### src/rtl/pca_pkg.sv
// Shared types and constants for the point-cloud frame scheduler and its arbiter.
package pca_pkg;

  localparam int POINT_W         = 128;
  localparam int POINTS_PER_BEAT = 4;
  localparam int BEAT_W          = POINT_W * POINTS_PER_BEAT;
  localparam int IDX_W           = 3;

  typedef enum logic [1:0] {
    IDLE,
    FILL,
    EMIT
  } state_t;

  typedef logic [POINT_W-1:0] point_t;

  // Source index following idx, wrapping at n.
  function automatic logic [IDX_W-1:0] next_idx(input logic [IDX_W-1:0] idx, input int n);
    if (int'(idx) >= n - 1) begin
      return '0;
    end
    return idx + IDX_W'(1);
  endfunction

endpackage

### src/rtl/pca_rr_arbiter.sv
// Combinational round-robin pick: first requester at or after ptr_i, with wrap.
module pca_rr_arbiter
  import pca_pkg::*;
#(
  parameter int NUM_SRC = 2
) (
  input  logic [NUM_SRC-1:0] req_i,
  input  logic [IDX_W-1:0]   ptr_i,
  output logic [IDX_W-1:0]   grant_o,
  output logic               found_o
);

  // Walk offsets from farthest to nearest so the nearest requester wins.
  always_comb begin
    grant_o = '0;
    found_o = 1'b0;
    for (int off = NUM_SRC - 1; off >= 0; off--) begin
      for (int i = 0; i < NUM_SRC; i++) begin
        if (req_i[i] && (i == ((int'(ptr_i) + off) % NUM_SRC))) begin
          grant_o = IDX_W'(i);
          found_o = 1'b1;
        end
      end
    end
  end

endmodule

### src/rtl/point_frame_scheduler.sv
// Frame-locked round-robin scheduler packing 128-bit points into 512-bit beats.
// Optional frame statistics (frame_points, frame_done) enabled by PCA_FRAME_STATS_EN.
module point_frame_scheduler #(
  parameter int NUM_SRC         = 2,
  parameter int POINT_W         = 128,
  parameter int POINTS_PER_BEAT = 4
) (
  input  logic                                 clk,
  input  logic                                 reset,
  input  logic [NUM_SRC-1:0]                   src_valid,
  input  logic [NUM_SRC*POINT_W-1:0]           src_point,
  input  logic [NUM_SRC-1:0]                   src_last,
  output logic [NUM_SRC-1:0]                   src_ready,
  output logic                                 beat_valid,
  output logic [POINT_W*POINTS_PER_BEAT-1:0]   beat_data,
  output logic [2:0]                           beat_count,
  output logic                                 beat_last,
  output logic [2:0]                           beat_src,
  input  logic                                 beat_ready,
  output logic                                 frame_done,
  output logic [15:0]                          frame_points
);
  import pca_pkg::*;

  localparam int BW = POINT_W * POINTS_PER_BEAT;

  state_t               state_q, state_d;
  logic [IDX_W-1:0]     grant_q, grant_d;
  logic [IDX_W-1:0]     rr_ptr_q, rr_ptr_d;
  logic [2:0]           slot_q, slot_d;
  logic [BW-1:0]        data_q, data_d;
  logic                 last_q, last_d;

  logic [IDX_W-1:0]     arb_idx;
  logic                 arb_found;
  logic [NUM_SRC-1:0]   grant_oh;
  logic [POINTS_PER_BEAT-1:0] slot_wr;
  logic [POINT_W-1:0]   sel_point;
  logic                 sel_valid;
  logic                 sel_last;
  logic                 accept;
  logic                 beat_hs;

  pca_rr_arbiter #(
    .NUM_SRC (NUM_SRC)
  ) u_arb (
    .req_i   (src_valid),
    .ptr_i   (rr_ptr_q),
    .grant_o (arb_idx),
    .found_o (arb_found)
  );

  generate
    for (genvar gi = 0; gi < NUM_SRC; gi++) begin : g_oh
      assign grant_oh[gi] = (grant_q == IDX_W'(gi));
    end
    for (genvar gi = 0; gi < POINTS_PER_BEAT; gi++) begin : g_slot
      assign slot_wr[gi] = accept && (slot_q == 3'(gi));
    end
  endgenerate

  always_comb begin
    sel_point = '0;
    for (int i = 0; i < NUM_SRC; i++) begin
      if (grant_oh[i]) begin
        sel_point = sel_point | src_point[i*POINT_W +: POINT_W];
      end
    end
  end

  assign sel_valid = |(src_valid & grant_oh);
  assign sel_last  = |(src_last & grant_oh);
  assign accept    = (state_q == FILL) && sel_valid;
  assign beat_hs   = (state_q == EMIT) && beat_ready;
  assign src_ready = (state_q == FILL) ? grant_oh : '0;

  always_comb begin
    state_d  = state_q;
    grant_d  = grant_q;
    rr_ptr_d = rr_ptr_q;
    slot_d   = slot_q;
    data_d   = data_q;
    last_d   = last_q;
    for (int k = 0; k < POINTS_PER_BEAT; k++) begin
      if (slot_wr[k]) begin
        data_d[k*POINT_W +: POINT_W] = sel_point;
      end
    end
    case (state_q)
      IDLE: begin
        if (arb_found) begin
          grant_d = arb_idx;
          slot_d  = '0;
          state_d = FILL;
        end
      end
      FILL: begin
        if (accept) begin
          slot_d = slot_q + 3'd1;
          last_d = sel_last;
          if ((slot_q == 3'(POINTS_PER_BEAT - 1)) || sel_last) begin
            state_d = EMIT;
          end
        end
      end
      EMIT: begin
        // The buffer is cleared here so a following partial beat is zero-padded.
        if (beat_ready) begin
          data_d = '0;
          slot_d = '0;
          last_d = 1'b0;
          if (last_q) begin
            rr_ptr_d = next_idx(grant_q, NUM_SRC);
            state_d  = IDLE;
          end else begin
            state_d  = FILL;
          end
        end
      end
      default: state_d = IDLE;
    endcase
  end

  always_ff @(posedge clk) begin
    if (reset) begin
      state_q  <= IDLE;
      grant_q  <= '0;
      rr_ptr_q <= '0;
      slot_q   <= '0;
      data_q   <= '0;
      last_q   <= 1'b0;
    end else begin
      state_q  <= state_d;
      grant_q  <= grant_d;
      rr_ptr_q <= rr_ptr_d;
      slot_q   <= slot_d;
      data_q   <= data_d;
      last_q   <= last_d;
    end
  end

  assign beat_valid = (state_q == EMIT);
  assign beat_data  = data_q;
  assign beat_count = slot_q;
  assign beat_last  = last_q;
  assign beat_src   = grant_q;

`ifdef PCA_FRAME_STATS_EN
  logic [15:0] frame_points_q, frame_points_d;
  logic        first_q, first_d;

  always_comb begin
    frame_points_d = frame_points_q;
    first_d        = first_q;
    if (accept) begin
      first_d = 1'b0;
      if (first_q) begin
        frame_points_d = 16'd1;
      end else if (frame_points_q != 16'hFFFF) begin
        frame_points_d = frame_points_q + 16'd1;
      end
    end
    if (beat_hs && last_q) begin
      first_d = 1'b1;
    end
  end

  always_ff @(posedge clk) begin
    if (reset) begin
      frame_points_q <= '0;
      first_q        <= 1'b1;
    end else begin
      frame_points_q <= frame_points_d;
      first_q        <= first_d;
    end
  end

  assign frame_points = frame_points_q;
  assign frame_done   = beat_hs && last_q;
`else
  assign frame_points = '0;
  assign frame_done   = 1'b0;
`endif

endmodule

### config.mk
export PLATFORM = sky130hd
export DESIGN_NAME = point_frame_scheduler
export DESIGN_NICKNAME = d
export VERILOG_FILES = /design/src/rtl/pca_pkg.sv /design/src/rtl/pca_rr_arbiter.sv /design/src/rtl/point_frame_scheduler.sv
export SDC_FILE = /design/constraint.sdc
export NUM_CORES = 1
export LEC_CHECK = 0
export ABC_AREA = 1
export CORE_AREA = 2 2 313 315
export CTS_CLUSTER_DIAMETER = 30
export DETAILED_ROUTE_END_ITERATION = 7
export DIE_AREA = 0 0 315 317
export DONT_BUFFER_PORTS = 1
export MAX_ROUTING_LAYER = met4
export SYNTH_ARGS = -nofsm -noshare
export SYNTH_HDL_FRONTEND = slang
export SYNTH_SLANG_ARGS = --single-unit
### constraint.sdc
create_clock -name clk -period 1.8 [get_ports clk]
set_clock_uncertainty 0.1 [all_clocks]
set_input_delay 0.18 -clock clk [delete_from_list [all_inputs] [get_ports clk]]
set_output_delay 0.18 -clock clk [all_outputs]
set_load 0.02 [all_outputs]
Word-level counts from Yosys, hierarchy flattened
Index checks and enable logic that the tools add are counted.
Widths: inputs -> output; s select.
{ "totals": {"register_bits": 520, "input_bits": 263, "output_inout_bits": 539} }
{ "classes": {"n_addsub": 3, "order_cmp": 1, "eq_ne": 11, "n_mux": 35, "bitwise": 4, "n_reduce_logical": 24} }
{ "ops": {"columns": ["op", "count"], "rows": [
  ["$mux 512", 2],
  ["$mux 128", 6],
  ["$or 128x128->128", 1],
  ["$logic_not 32->1", 2],
  ["$mux 1", 16],
  ["$mux 2", 5],
  ["$logic_and 1x1->1", 9],
  ["$mux 3", 3],
  ["$pmux 3 s3", 1],
  ["$reduce_and 4->1", 2],
  ["$eq 3x2->1 const B", 2],
  ["$logic_not 3->1", 2],
  ["$pmux 2 s3", 1],
  ["$reduce_and 3->1", 2],
  ["$and 2x2->2", 2],
  ["$ne 2x1->1 const B", 2],
  ["$ne 2x2->1 const B", 2],
  ["$reduce_or 2->1", 2],
  ["$add 3x1->3 const B", 1],
  ["$eq 3x1->1 const B", 1],
  ["$reduce_bool 3->1", 1],
  ["$add 1x1->1 const B", 2],
  ["$eq 2x1->1 const B", 1],
  ["$eq 2x2->1 const A", 1],
  ["other kinds (9)", 9]
]} }

Logic depth before layout (Yosys ltp)
{ "depth": {"ltp_word": 10, "ltp_mapped": 10} }

Modules after synthesis
A second synthesis with hierarchy kept.
{ "hier_totals": {"cells_unflattened": 3270, "hier_area_um2": 22091.2} }
{ "modules_own_cells": {"columns": ["module", "n_inst", "cells_per_inst", "area_per_inst_um2"], "rows": [
  ["point_frame_scheduler", 1, 3263, 22053.7],
  ["pca_rr_arbiter", 1, 7, 37.5]
]} }

Least setup slack after synthesis
OpenSTA, ideal clock, no wires.
{ "synth_timing": {"path_kind": "flip-flop to flip-flop", "from": "reg slot_q[1], in the netlist beat_count[1]", "to": "reg data_q[507], in the netlist beat_data[507]", "setup_time_ns": 0.116, "arrival_ns": 1.443, "required_ns": 1.584, "slack_ns": 0.141, "stages_incl_launch_ff": 8, "n_path_buf": 2, "synth_period_minus_slack_ns": 1.659, "path_cell_list": "dfxtp_1 -> ha_1 -> ha_1 -> nand3_4 -> buf_4 -> buf_6 -> o21ai_0 -> nor2_1"} }
{ "synth_via": {"elab_chain_len": 5} }
{ "synth_lines": {"columns": ["element", "line_no", "source"], "rows": [
  ["start, declared", "point_frame_scheduler.sv:30", "logic [2:0] slot_q, slot_d;"],
  ["start signal, assigned", "point_frame_scheduler.sv:136", "slot_q <= slot_d;"],
  ["$eq 3x2->1 *", "point_frame_scheduler.sv:58", "assign slot_wr[gi] = accept && (slot_q == 3'(gi));"],
  ["$logic_and 1x1->1 *", "point_frame_scheduler.sv:58", null],
  ["$mux 128 *", "point_frame_scheduler.sv:85", "if (slot_wr[k]) begin"],
  ["$mux 512", "point_frame_scheduler.sv:108", "if (beat_ready) begin"],
  ["$mux 512 *", "point_frame_scheduler.sv:89", "case (state_q)"],
  ["end signal, assigned", "point_frame_scheduler.sv:137", "data_q <= data_d;"],
  ["end, declared", "point_frame_scheduler.sv:31", "logic [BW-1:0] data_q, data_d;"]
]} }
Mark *: on every way between the ends. The rest lies on a longest branch, timed or not.
A chain may end at the register's enable or synchronous reset.

Final worst setup path
{ "layout_timing": {"from": "reg grant_q[0], in the netlist beat_src[0]", "to": "out src_ready[1]"} }
{ "layout_via": {"elab_chain_len": 2} }
{ "layout_lines": {"columns": ["element", "line_no", "source"], "rows": [
  ["start, declared", "point_frame_scheduler.sv:28", "logic [IDX_W-1:0] grant_q, grant_d;"],
  ["start signal, assigned", "point_frame_scheduler.sv:134", "grant_q <= grant_d;"],
  ["$eq 1x1->1", "point_frame_scheduler.sv:55", "assign grant_oh[gi] = (grant_q == IDX_W'(gi));"],
  ["$mux 2", "point_frame_scheduler.sv:75", "assign src_ready = (state_q == FILL) ? grant_oh : '0;"],
  ["end, declared", "point_frame_scheduler.sv:13", "output logic [NUM_SRC-1:0] src_ready,"]
]} }
Every way passes these cells.

==> summary.md <==
| Metric | Value |
|---|---|
| CP arrival | `around 1500 ps` |
| Power share of the combinational group | `13.4%` |
| PnR worst setup slack | `~8.4 ps` |
| Tot GR Track Use | `between 15 and 20%` |
| #FFs+latches synth | `520` |
| Core Area | `just under 100,000 um^2` |
| DRT iter0 DRCs | `1,768` |
| Vias in the first global route | `~22k` |
| Ports | `between 800 and 900` |
| Row cnt | `between 100 and 150` |
| Max clock buf depth | `3` |
| Crit Path Category | `reg2out` |
| Distinct cells, synth | `26` |
| Sw frac | `between 20% and 30%` |
| Mapped Cells | `~3.8k` |
| Worst Path Max Fanout | `5` |
| Pre-CTS WS | `0.318 ps` |
| Total grt overflow | `0` |
| Post-Synthesis Cell Area | `~24,000 um^2` |
| HP Class | `in2reg` |
| Min cycle time layout | `around 1800 ps` |
| Fraction of layout instances using a drive strength above 1 | `between 10% and 20%` |
| Clk slew on worst S/H paths | `approximately 40 ps` |
| GP Congestion | `approximately 0.85` |
| EDFF count, synth | `0` |
| HP Start | `reset` |
| Placed Area | `around 26,000 um^2` |
| Max-slew violations | `0` |
| DR WL/cell | `around 17 um` |
| Starting Density | `between 20% and 30%` |
| Post-Place Cells | `about 5.0k` |
| WP data required | `around 1500 ps` |
| First-pass GRT wire length | `~130,000 um` |
| Unrepaired setup endpoints after global routing | `yes` |
| FF-to-FF path depth | `7` |
| Die area | `about 100,000 um^2` |
| Syn avg cell area | `between 6 and 7 um^2` |
| Worst reg2reg startpoint | `beat_src[0]` |
| Post-synth top area share | `approximately 44%` |
| Worst hold path cell count | `2` |
| Average via count per standard cell | `approximately 4.2` |
| Int Pwr | `31.8 mW` |
| Root Buffer | `clkbuf_16` |
| Drt drc | `0` |
| Final Non-Filler Cells | `around 5.6k` |
| Maxcap violations | `0` |
| Commonest cells post-synth | `nand2_1, inv_1, nor2_1` |
| Fin area | `between 30,000 and 40,000 um^2` |
| PD cells | `around 1300 nW/um^2` |
| Fmax | `around 560 MHz` |
| Hold Fails Final Rpt | `0` |
| Switching pwr | `roughly 13 mW` |
| Area delta synth->final | `43.6%` |
| Leakage | `approximately 17 nW` |
| CTS tree | `done` |
| Maximum vdd drop | `roughly 0.00072 V` |
| Routed Antenna Nets | `0` |
| Setup violations, final | `0` |
| Antenna violations before repair | `3` |
| Critical path launch point type | `flop` |
| Clk network pwr share | `55.4%` |
| WL final | `~90,000 um` |
| Number of buffers created by CTS | `approximately 140` |
| Total Neg Setup Slack | `0 ps` |
| Routed vias | `roughly 23k` |
| Synth area leaders | `dfxtp_1, nand2_1, inv_1` |
| Seq/Total Area, Yosys | `43.8%` |
| Final period util | `99.5%` |
| Drt pass-1 iters | `6` |
| Sink Count | `520` |
| Origin of the worst setup path | `beat_src[0]` |
| Height of the die | `about 320 um` |
| Flop pwr share | `around 31%` |
| Detailed placement HPWL | `between 50,000 and 60,000 um` |
| Final design utilization | `35.4%` |
| Total Nets Final | `around 4.4k` |
| Asr flop ratio synth | `0%` |
| Yosys top cell by area | `dfxtp_1` |
| Synth Flop Type | `dfxtp_1` |
| Worst setup EP type | `output port` |
| Yosys warnings | `0` |
| Port Buf Inserts | `0` |
| Status | `finished, final reports clean` |
| Largest net degree at the start of global routing | `62` |
| Die X-Extent | `315 um` |
| Count leader, synth | `nand2_1` |
| # H-tree levels | `4` |
| Skew-Pair Late Insertion Delay | `700 ps` |
==> path summary, 6_finish.rpt <==
path,to,slack [ps]
worst min-delay path,beat_last,100
worst max-delay path,src_ready[1],8
worst min register to register,rr_ptr_q[0],350
worst max register to register,beat_data[192],30
==> layout by cell type, fill, tap and decap left out, drive strengths merged <==
| cell type | netlist | routed |
|---|---|---|
| nand2 | 1096 | 1096 |
| inv | 867 | 872 |
| nor2 | 696 | 696 |
| dfxtp | 520 | 520 |
| o21ai | 341 | 341 |
| dlygate4sd3 | 0 | 264 |
| buf | 193 | 191 |
| clkbuf | 23 | 181 |
| clkinv | 0 | 39 |
| conb | 1 | 19 |
| clkinvlp | 0 | 16 |
| bufinv | 0 | 14 |
| nand3 | 10 | 10 |
| a21oi | 9 | 9 |
| bufbuf | 0 | 6 |
| diode | 0 | 5 |
| ha | 5 | 5 |
| nand3b | 3 | 3 |
| o31ai | 1 | 1 |
| o211ai | 1 | 1 |
| or2 | 1 | 1 |
==> layer usage <==
| layer | GRT usage, % | part of all wire (%) | vias up |
|---|---|---|---|
| met5 | - | 0 | - |
| met2 | 28.0 | 46 | 1002 |
| met1 | 18.7 | 40 | 10400 |
| met3 | 6.51 | 8.9 | 259 |
| li1 | - | - | 11600 |
| met4 | 10.1 | 4.9 | 0 |
==> cell families after synthesis <==
logic type	count (synthesis)	synth area share, %
flops	520	43.8
compound gates	352	7.44
fa+ha+maj	5	0.263
other cells	1	0.0158
simple gates	1806	28.9
buf+inv	1083	19.5
==> registers in the layout, indices dropped and copies added (netlist names) <==
name and count:
beat_count 3, beat_data 512, beat_last 1, beat_src 1, rr_ptr_q 1, state_q 2
==> power by group through the flow <==
stage          combinational (mW)  clock, mW  sequential (mW)
2_1_floorplan                3.39          0             13.8
3_3_place_gp                 4.86          0             14.1
3_5_place_dp                 4.95          0             14.2
4_1_cts                      5.79       25.3             14.0
5_1_grt                      6.74       25.9             14.0
6_report                     6.02       24.9             14.0
==> timing repair <==
action / CTS / global route
resized for setup: 20 / 58
endpoints found under the setup margin: 2 / 423
cloned: 7 / 7
pin swaps: 2 / 3
endpoints found under the hold margin: 520 / 0
buffers inserted: 12 / 12
hold buffers: 264 / 0
==> cell type report <==
cell class / count / area [um^2]
Multi-Input combinational cell: 2182 / 8840
Fill cell: 9727 / 62200
Timing Repair Buffer: 467 / 5210
Inverter: 867 / 3280
Tap cell: 1276 / 1600
Sequential cell: 520 / 10400
Clock inverter: 74 / 912
Antenna cell: 5 / 12.5
Clock buffer: 175 / 3850
==> critical path: stages (launching register included) <==
cell and delay (ps):
dfxtp_4 420, inv_8 50, buf_16 130, nor2_4 80
buf_6 120
==> per-stage QoR <==
step	total power, mW	hold WS, ps
5_1_grt	46.7	86.7
3_5_place_dp	19.1	150
6_report	44.9	105
4_1_cts	45.0	33.2
3_3_place_gp	19.0	149
2_1_floorplan	17.2	149
Power figures use the tool's default switching activity.
